$ cat src/rtl/modulo_barrett_pipe.sv
`default_nettype none
// ============================================================================
// Module   : modulo_barrett_pipe
// Brief    : Three-stage, back-pressurable Barrett reducer computing
//            in_data_i mod MODULUS for a constant modulus, with a sideband
//            user field carried alongside each beat.
//            Optional macro MODULO_BARRETT_PIPE_CHECK_EN adds a shadow
//            pipeline using the native '%' operator and a sticky err_o.
// Revision : 1.0 - initial release
// ============================================================================
module modulo_barrett_pipe #(
    parameter int DATA_WIDTH = 16,
    parameter int MODULUS    = 7,
    parameter int USER_WIDTH = 1
) (
    input  logic                       clk_i,
    input  logic                       rst_ni,
    input  logic                       in_valid_i,
    output logic                       in_ready_o,
    input  logic [DATA_WIDTH-1:0]      in_data_i,
    input  logic [USER_WIDTH-1:0]      in_user_i,
    output logic                       out_valid_o,
    input  logic                       out_ready_i,
    output logic [$clog2(MODULUS)-1:0] out_data_o,
    output logic [USER_WIDTH-1:0]      out_user_o,
    output logic                       err_o
);

    localparam int R_WIDTH = $clog2(MODULUS);

    // Constants sized to the arithmetic they feed, so no implicit widening
    localparam logic [DATA_WIDTH:0] c_TWO_POW = {1'b1, {DATA_WIDTH{1'b0}}};
    localparam logic [DATA_WIDTH:0] c_MOD_W   = (DATA_WIDTH+1)'(MODULUS);
    localparam logic [R_WIDTH:0]    c_MOD_R   = (R_WIDTH+1)'(MODULUS);
    localparam logic [DATA_WIDTH:0] M         = c_TWO_POW / c_MOD_W;

    // Reject illegal configurations at elaboration
    generate
        if (DATA_WIDTH < 2) begin : g_bad_data_width
            $error("modulo_barrett_pipe: DATA_WIDTH must be >= 2");
        end
        if (MODULUS < 2) begin : g_bad_modulus_low
            $error("modulo_barrett_pipe: MODULUS must be >= 2");
        end
        if ((DATA_WIDTH < 31) && (MODULUS >= (1 << DATA_WIDTH))) begin : g_bad_modulus_high
            $error("modulo_barrett_pipe: MODULUS must be < 2**DATA_WIDTH");
        end
        if (USER_WIDTH < 1) begin : g_bad_user_width
            $error("modulo_barrett_pipe: USER_WIDTH must be >= 1");
        end
    endgenerate

    // Stage registers
    logic                    r_s1_valid;
    logic [DATA_WIDTH-1:0]   r_s1_x;
    logic [2*DATA_WIDTH:0]   r_s1_p;
    logic [USER_WIDTH-1:0]   r_s1_user;

    logic                    r_s2_valid;
    logic [R_WIDTH:0]        r_s2_r;
    logic [USER_WIDTH-1:0]   r_s2_user;

    logic                    r_s3_valid;
    logic [R_WIDTH-1:0]      r_s3_data;
    logic [USER_WIDTH-1:0]   r_s3_user;

    // Combinational datapath
    logic                    w_adv;
    logic                    w_accept;
    logic [2*DATA_WIDTH:0]   w_p;
    logic [DATA_WIDTH:0]     w_q;
    logic [DATA_WIDTH:0]     w_qm;
    logic [DATA_WIDTH:0]     w_r_full;
    logic [R_WIDTH:0]        w_corr;
    logic                    w_unused_bits;

    // The whole pipe moves as one: it advances whenever the output slot frees
    assign w_adv      = !r_s3_valid || out_ready_i;
    assign w_accept   = in_valid_i && w_adv;
    assign in_ready_o = w_adv;

    // Full-width product; the low half is only the fractional part of x*M/2^W
    assign w_p = {{(DATA_WIDTH+1){1'b0}}, in_data_i} * {{DATA_WIDTH{1'b0}}, M};

    // q underestimates floor(x/MODULUS) by at most one, so q*MODULUS <= x
    // and the subtraction cannot wrap; the remainder fits in R_WIDTH+1 bits
    assign w_q      = r_s1_p[2*DATA_WIDTH:DATA_WIDTH];
    assign w_qm     = w_q * c_MOD_W;
    assign w_r_full = {1'b0, r_s1_x} - w_qm;

    // Single conditional subtract brings r from [0, 2*MODULUS) into range
    assign w_corr = (r_s2_r >= c_MOD_R) ? (r_s2_r - c_MOD_R) : r_s2_r;

    // Bits that are dropped by construction (fraction, always-zero MSBs)
    assign w_unused_bits = ^{r_s1_p[DATA_WIDTH-1:0], w_r_full, w_corr[R_WIDTH]};

    // Stage 1: capture the dividend and its product with the Barrett factor
    always_ff @(posedge clk_i) begin
        if (!rst_ni) begin
            r_s1_valid <= 1'b0;
            r_s1_x     <= '0;
            r_s1_p     <= '0;
            r_s1_user  <= '0;
        end else if (w_adv) begin
            r_s1_valid <= w_accept;
            if (w_accept) begin
                r_s1_x    <= in_data_i;
                r_s1_p    <= w_p;
                r_s1_user <= in_user_i;
            end
        end
    end

    // Stage 2: quotient estimate and partial remainder
    always_ff @(posedge clk_i) begin
        if (!rst_ni) begin
            r_s2_valid <= 1'b0;
            r_s2_r     <= '0;
            r_s2_user  <= '0;
        end else if (w_adv) begin
            r_s2_valid <= r_s1_valid;
            r_s2_r     <= w_r_full[R_WIDTH:0];
            r_s2_user  <= r_s1_user;
        end
    end

    // Stage 3: final correction, held stable while downstream stalls
    always_ff @(posedge clk_i) begin
        if (!rst_ni) begin
            r_s3_valid <= 1'b0;
            r_s3_data  <= '0;
            r_s3_user  <= '0;
        end else if (w_adv) begin
            r_s3_valid <= r_s2_valid;
            r_s3_data  <= w_corr[R_WIDTH-1:0];
            r_s3_user  <= r_s2_user;
        end
    end

    assign out_valid_o = r_s3_valid;
    assign out_data_o  = r_s3_data;
    assign out_user_o  = r_s3_user;

`ifdef MODULO_BARRETT_PIPE_CHECK_EN
    localparam logic [DATA_WIDTH-1:0] c_MOD_X = DATA_WIDTH'(MODULUS);

    logic [DATA_WIDTH-1:0] w_ref_full;
    logic                  w_unused_ref;
    logic [R_WIDTH-1:0]    r_s1_ref;
    logic [R_WIDTH-1:0]    r_s2_ref;
    logic [R_WIDTH-1:0]    r_s3_ref;
    logic                  r_err;

    assign w_ref_full   = in_data_i % c_MOD_X;
    assign w_unused_ref = ^w_ref_full;

    // Shadow pipeline: native remainder travelling in lockstep with the beat
    always_ff @(posedge clk_i) begin
        if (!rst_ni) begin
            r_s1_ref <= '0;
            r_s2_ref <= '0;
            r_s3_ref <= '0;
        end else if (w_adv) begin
            if (w_accept) begin
                r_s1_ref <= w_ref_full[R_WIDTH-1:0];
            end
            r_s2_ref <= r_s1_ref;
            r_s3_ref <= r_s2_ref;
        end
    end

    // Sticky mismatch flag, evaluated as each valid result leaves
    always_ff @(posedge clk_i) begin
        if (!rst_ni) begin
            r_err <= 1'b0;
        end else if (r_s3_valid && w_adv && (r_s3_data != r_s3_ref)) begin
            r_err <= 1'b1;
            $error("modulo_barrett_pipe: Barrett result %0d != reference %0d",
                   r_s3_data, r_s3_ref);
        end
    end

    assign err_o = r_err;
`else
    assign err_o = 1'b0;
`endif

endmodule
`default_nettype wire

$ cat config.mk
export PLATFORM = sky130hd
export DESIGN_NAME = modulo_barrett_pipe
export DESIGN_NICKNAME = d
export VERILOG_FILES = /design/src/rtl/modulo_barrett_pipe.sv
export SDC_FILE = /design/constraint.sdc
export NUM_CORES = 1
export LEC_CHECK = 0
export ABC_AREA = 1
export BUFFER_PORTS_ARGS = -buffer_cell sky130_fd_sc_hd__buf_2
export CORE_MARGIN = 2
export CORE_UTILIZATION = 28
export CTS_CLUSTER_DIAMETER = 30
export CTS_CLUSTER_SIZE = 40
export DETAILED_ROUTE_END_ITERATION = 16
export HOLD_SLACK_MARGIN = 0.15
export PLACE_DENSITY = 0.53
export SYNTH_ARGS = -nofsm -noshare
export SYNTH_HDL_FRONTEND = slang
export SYNTH_SLANG_ARGS = --single-unit
$ cat constraint.sdc
create_clock -name clk_i -period 9.75 [get_ports clk_i]
set_input_delay 0.4875 -clock clk_i [delete_from_list [all_inputs] [get_ports clk_i]]
set_output_delay 0.4875 -clock clk_i [all_outputs]
set_load 0.02 [all_outputs]
==> results of run 1 <==
-- cell usage after synthesis (4+ instances only) --
master    instances  share of area, %
o21bai_1          5               1.3
dfxtp_1          21                15
o21ai_1           5              0.87
nand2_1          72               9.4
a21oi_1          18               3.1
nand3_1          15               2.6
nor2_1           20               2.6
xor2_1            4               1.2
ha_1             50                22
fa_1             26                18
o21ai_0          13               2.3
inv_1           103                14
inv_2             6              0.79
-- through the flow --
stage	setup slack (ps)	power (mW)	hold slack, ps	utilization (%)	area [um^2]
after floorplan	6140	0.491	429	-	2860
after global placement	5900	0.580	442	31.7	3120
after detailed placement	5880	0.589	450	31.7	3120
after CTS	6140	0.651	462	32.1	3170
after global routing	5960	0.730	481	32.1	3170
final	6130	0.642	458	32.1	3170
-- registers in the layout, summed over array words and instances (netlist names) --
| signal | flops |
|---|---|
| out_data_o | 3 |
| out_user_o | 1 |
| out_valid_o | 1 |
| r_s1_p | 4 |
| r_s1_user | 1 |
| r_s1_valid | 1 |
| r_s1_x | 4 |
| r_s2_r | 4 |
| r_s2_user | 1 |
| r_s2_valid | 1 |
-- area by class of cell --
type                       instances  area [um^2]  area share, %
multi-input combinational        251         2000           63.0
sequential                        21          420           13.3
inverter                         109          409           12.9
tap                              133          166           5.25
timing repair buffer              26          130           4.10
clock buffer                       3         41.3           1.30
clock inverter                     1         5.00          0.158
-- worst paths after layout --
path / slack (ps) / from / endpoint
setup / recovery: 6130 / in_data_i[2] / r_s1_p[18]$_SDFFE_PN0P_
hold / removal: 460 / r_s2_valid$_SDFFE_PN0N_ / r_s2_valid$_SDFFE_PN0N_
setup reg to reg: 7450 / r_s1_p[16]$_SDFFE_PN0P_ / r_s2_r[3]$_SDFFE_PN0N_
hold reg to reg: 460 / r_s2_valid$_SDFFE_PN0N_ / r_s2_valid$_SDFFE_PN0N_
-- power by group through the flow --
stage / Sequential (mW) / Combinational (mW) / Clock [mW]
6_report: 0.117 / 0.467 / 0.0590
5_1_grt: 0.120 / 0.546 / 0.0641
4_1_cts: 0.117 / 0.474 / 0.0601
3_5_place_dp: 0.119 / 0.471 / 0
3_3_place_gp: 0.119 / 0.461 / 0
2_1_floorplan: 0.122 / 0.369 / 0
-- critical path, stage by stage --
cell and delay [ps]:
buf_2 120, ha_1 370, inv_1 80, fa_1 500, inv_1 50, fa_1 520
inv_1 50, fa_1 520, inv_1 40, ha_1 350, a21o_1 220, a21oi_1 160
nand3_1 90, nand2_1 60, nand3_1 60, nand2_1 60, inv_1 30
-- layer usage --
metal	vias to the layer above	wire length, um
met5	-	0
met4	0	52
met3	4	223
met2	35	2750
met1	995	2790
li1	1217	-
-- logic make-up after synthesis --
kind of cell | count (synthesis)
AOI/OAI and AO/OA | 47
xor gates and xnor gates | 7
adders and majority gates | 76
buffers and inverters | 113
DFF | 21
other | 1
and+or+nand+nor | 120
==> results by group, run 1 <==
Pwr
  – Sequential Power Share: 18.2%
  – Leakage: 1.83 nW
  – Combinational share of power: 72.7%
  – Pwr/cell area: 203 nW/um^2
  – Switching share of power: 50.6%
  – Switch Pwr: 325 uW
  – Clock share of power: 9.2%
  – Max VDD drop: 0.0695 mV
  – Int Power: 317 uW

Critical path
  – Setup crit end kind: register
  – Crit Path Class: primary input to register
  – CP Launch Type: primary input
  – Worst EP arrival: 3790 ps
  – Worst r2r path cells: 12
  – Crit-path max FO: 4
  – Worst endpoint required time: 9920 ps

Routing
  – Total iterations of the first detailed-routing run: 4
  – DRC: 0
  – Detailed-route vias per instance: 4.14
  – Starting DRT DRC Count: 58
  – WL/cell: 10.7 um
  – Routed Antenna Nets: 0
  – Final wirelength: 5.82 mm
  – DR vias: 2251

Outcome
  – Status: completed

Logic synthesis
  – Top_reg_cell synth: dfxtp_1
  – Ys Warns: 0
  – Net count after synthesis: 482
  – Mapped Area: 2860 um^2
  – Largest family of logic cells by synthesized area: adder cells
  – Mapped Cells: 385
  – Fraction of registers with async set/reset: 0%
  – Post-synth EDFFs: 0
  – Synth cell types: 29
  – Sequential area share after synthesis: 14.7%
  – Post-synthesis compound-gate area fraction: 9.35%
  – Synth Area in XOR/XNOR: 2.14%
  – Simple-gate share of the synthesized area: 18.1%
  – Multiplexer area fraction after synthesis: 0%
  – Adder-Cell Fraction of Synth Area: 40.0%
  – FF+latch count, synth: 21
  – Syn_area_per_cell: 7.44 um^2

Final layout
  – Syn-to-layout area delta: 10.8%
  – Non-Filler Instances: 544
  – Layout cells sized above 1: 11.9%
  – Layout Nets: 509
  – FILL cells: 1091
  – Most frequent cells in the layout: inv_1, nand2_1, ha_1, fa_1, buf_2
  – N_diodes: 0
  – Most common cell after layout, fill and taps aside: inv_1

Global route
  – Largest net degree at the start of global routing: 18
  – Met2 Resource Use GR: 20.4%
  – Total Routing Usage GR: 11.2%
  – Busiest grt layer: met2
  – Met3 Resource Use GR: 1.25%
  – Initial antenna violation count: 0
  – Vias in the first global route: 2266
  – First-pass GRT wire length: 10.2 mm
  – Total congestion overflow: 0
  – Met1 Use GR: 14.2%

STA
  – Achievable clock frequency: 0.276 GHz
  – Setup TNS: 0 ps
  – Tmin final: 3620 ps
  – Final hold violation count: 0
  – Final setup fails: 0
  – Fin. max-slew vios: 0
  – Crit share post-route: 37.2%
  – RSZ-0062 raised after global routing: false
  – Final Skew: 4.65 ps

Place
  – DP HPWL: 5.12 mm
  – Placed insts: 540
  – Placer Congestion: 0.859
  – Port Buf Inserts: 26

Clock tree
  – Post-CTS sizing: 0
  – CTS tree: done
  – Setup bufs post-CTS: 0
  – CTS Root Cell: clkbuf_8
  – CTS sink count: 21
  – Total CTS buffers: 3
  – Cts hold-fix bufs: 0
  – H-tree levels: 1
  – Skew-Pair Late Insertion Delay: 260 ps
  – Longest Clk Path Bufs: 2
  – CTS clk-pin slew, worst paths: 80 ps

Floorplanning
  – Core Region: 9860 um^2
  – Die Span Y: 105 um
  – Die area: 11000 um^2
  – Row count: 36
  – IO Count: 28
  – Die X: 105 um
  – Initial core utilization: 29.0%

Min path
  – HP Class: register to register
  – Hold path depth: 2

Run
  – Max cap viols: 0
(Power assumes the default switching activity.)
==> inputs of run 2 (changes only) <==
- clock period: 9.75 -> 3.4 ns (I/O delays scaled with it)
==> results by group, run 2 (same netlist as run 1, synthesis figures left out) <==
Final layout
  – Non-Filler Instances: 561 (+3.1%)
  – Layout Nets: 526 (+3.3%)
  – Fin util: 33.7% (+1.5 points)
  – Biggest regs: r_s1_p (4), r_s1_x (4), r_s2_r (4)
  – Layout cells sized above 1: 16.6% (+4.7 points)
  – N_diodes: 0 (unchanged)
  – Most common cell after layout, fill and taps aside: inv_1
  – Most frequent cells in the layout: inv_1, nand2_1, ha_1, fa_1, buf_2
  – Syn-to-layout area delta: 16.1%

Floorplanning
  – Die Span Y: 105 um (unchanged)
  – IO Count: 28 (unchanged)
  – Row count: 36 (unchanged)
  – Die X: 105 um (unchanged)
  – Die area: 11000 um^2 (unchanged)
  – Core Region: 9860 um^2 (unchanged)
  – Initial core utilization: 29.0% (unchanged)

STA
  – Final Hold Slack: 147 ps (-310 ps)
  – RSZ-0062 raised after global routing: false
  – Final Skew: 1.99 ps (-2.66 ps)
  – Final setup fails: 0 (unchanged)
  – Fin. max-slew vios: 0 (unchanged)
  – Tmin final: 3190 ps
  – Final hold violation count: 0 (unchanged)
  – Achievable clock frequency: 0.314 GHz
  – Crit share post-route: 93.8%

Clock tree
  – H-tree levels: 1 (unchanged)
  – CTS sink count: 21 (unchanged)
  – Longest Clk Path Bufs: 2 (unchanged)
  – CTS clk-pin slew, worst paths: 80 ps (about the same)
  – Skew-Pair Late Insertion Delay: 260 ps (about the same)
  – Setup bufs post-CTS: 0 (unchanged)
  – Total CTS buffers: 3 (unchanged)
  – CTS tree: done
  – CTS Root Cell: clkbuf_8

Routing
  – DRC: 0 (unchanged)
  – Total iterations of the first detailed-routing run: 4 (unchanged)
  – WL/cell: 10.3 um (-3.8%)
  – DR vias: 2330 (+3.5%)
  – Starting DRT DRC Count: 82 (+41%)
  – Final wirelength: 5.77 mm (-0.82%)
  – Routed Antenna Nets: 0 (unchanged)
  – Detailed-route vias per instance: 4.15 (+0.37%)

Global route
  – Largest net degree at the start of global routing: 18 (unchanged)
  – Total Routing Usage GR: 11.6% (+0.38 points)
  – Vias in the first global route: 2428 (+7.1%)
  – First-pass GRT wire length: 10.6 mm (+4.2%)
  – Initial antenna violation count: 0 (unchanged)
  – Total congestion overflow: 0 (unchanged)

Place
  – Placer Congestion: 0.863 (+0.43%)
  – Port Buf Inserts: 26 (unchanged)
  – DP HPWL: 5.11 mm (-0.10%)
  – Placed insts: 557 (+3.1%)

Pwr
  – Max VDD drop: 0.184 mV (+170%)
  – Leakage: 1.91 nW (+4.5%)
  – Pwr/cell area: 579 nW/um^2 (+190%)

Critical path
  – CP Launch Type: primary input
  – Crit-path max FO: 4 (unchanged)
  – Crit Path Class: primary input to register
  – Worst EP arrival: 3360 ps (-430 ps)
  – Worst endpoint required time: 3570 ps (-6350 ps)
  – Setup crit end kind: register
  – R2R Setup Slk: 1060 ps (-6390 ps)

Min path
  – HP Class: primary input to register

Outcome
  – Status: completed

Run
  – Max cap viols: 0 (unchanged)
-- run 2: cell types whose count changed in the layout (fill, tap and decap cells not counted) --
cell and delta:
buf_4 +17, a21oi_1 -2, a21oi_2 +2, ha_1 -2, ha_2 +1, ha_4 +1, nor2_1 -1, nor2_2 +1
-- run 2: through the flow --
stage	setup TNS, ps	setup WS [ps]	area, um^2	total power [mW]
after floorplan	0	107	2860	1.41
after global placement	-202	-76.1	3250	1.70
after detailed placement	-252	-89.3	3250	1.73
after CTS	0	186	3300	1.91
after global routing	0	19.8	3320	2.20
final	0	210	3320	1.93
-- run 2: report_power, final --
group / switching (mW) / internal, mW
Clock: 0.0823 / 0.0816
Sequential: 0.0343 / 0.300
Combinational: 0.834 / 0.593
Total: 0.951 / 0.974
-- run 2: final cells by class --
type / count / area (um^2)
Fill cell: 1071 / 6540
Multi-Input combinational cell: 251 / 2020
Sequential cell: 21 / 420
Inverter: 109 / 409
Timing Repair Buffer: 43 / 258
Tap cell: 133 / 166
Clock buffer: 3 / 41.3
Clock inverter: 1 / 5.00
-- run 2: layer usage --
metal	share of wire, %	vias up	wire length [um]	track usage (%)
met1	48	1041	2770	14.3
met3	2.0	8	117	0.998
li1	-	1250	-	-
met2	48	31	2770	21.2
met4	2.0	0	117	3.71
met5	0	-	0	0
-- run 2: critical path: stages --
cell	delay (ps)
buf_2	110
ha_1	290
inv_1	60
fa_1	490
inv_1	50
fa_1	530
inv_1	60
fa_1	530
inv_1	40
ha_1	350
a21o_1	240
nor2_2	140
nand3_1	90
nand2_1	60
nand3_1	60
nand2_1	60
inv_1	30
-- run 2: what timing repair did --
action | CTS | global route
resized for setup | 0 | 5
hold buffers | 0 | 0
endpoints found under the setup margin | 0 | 3
-- run 2: worst paths after layout --
path,endpoint,start,cells after the start
setup / recovery,r_s1_p[16]$_SDFFE_PN0P_,in_data_i[2],17
hold / removal,r_s1_user$_SDFFE_PN0P_,in_user_i,3
setup reg to reg,r_s2_r[3]$_SDFFE_PN0N_,r_s1_p[16]$_SDFFE_PN0P_,12
hold reg to reg,r_s2_valid$_SDFFE_PN0N_,r_s2_valid$_SDFFE_PN0N_,2
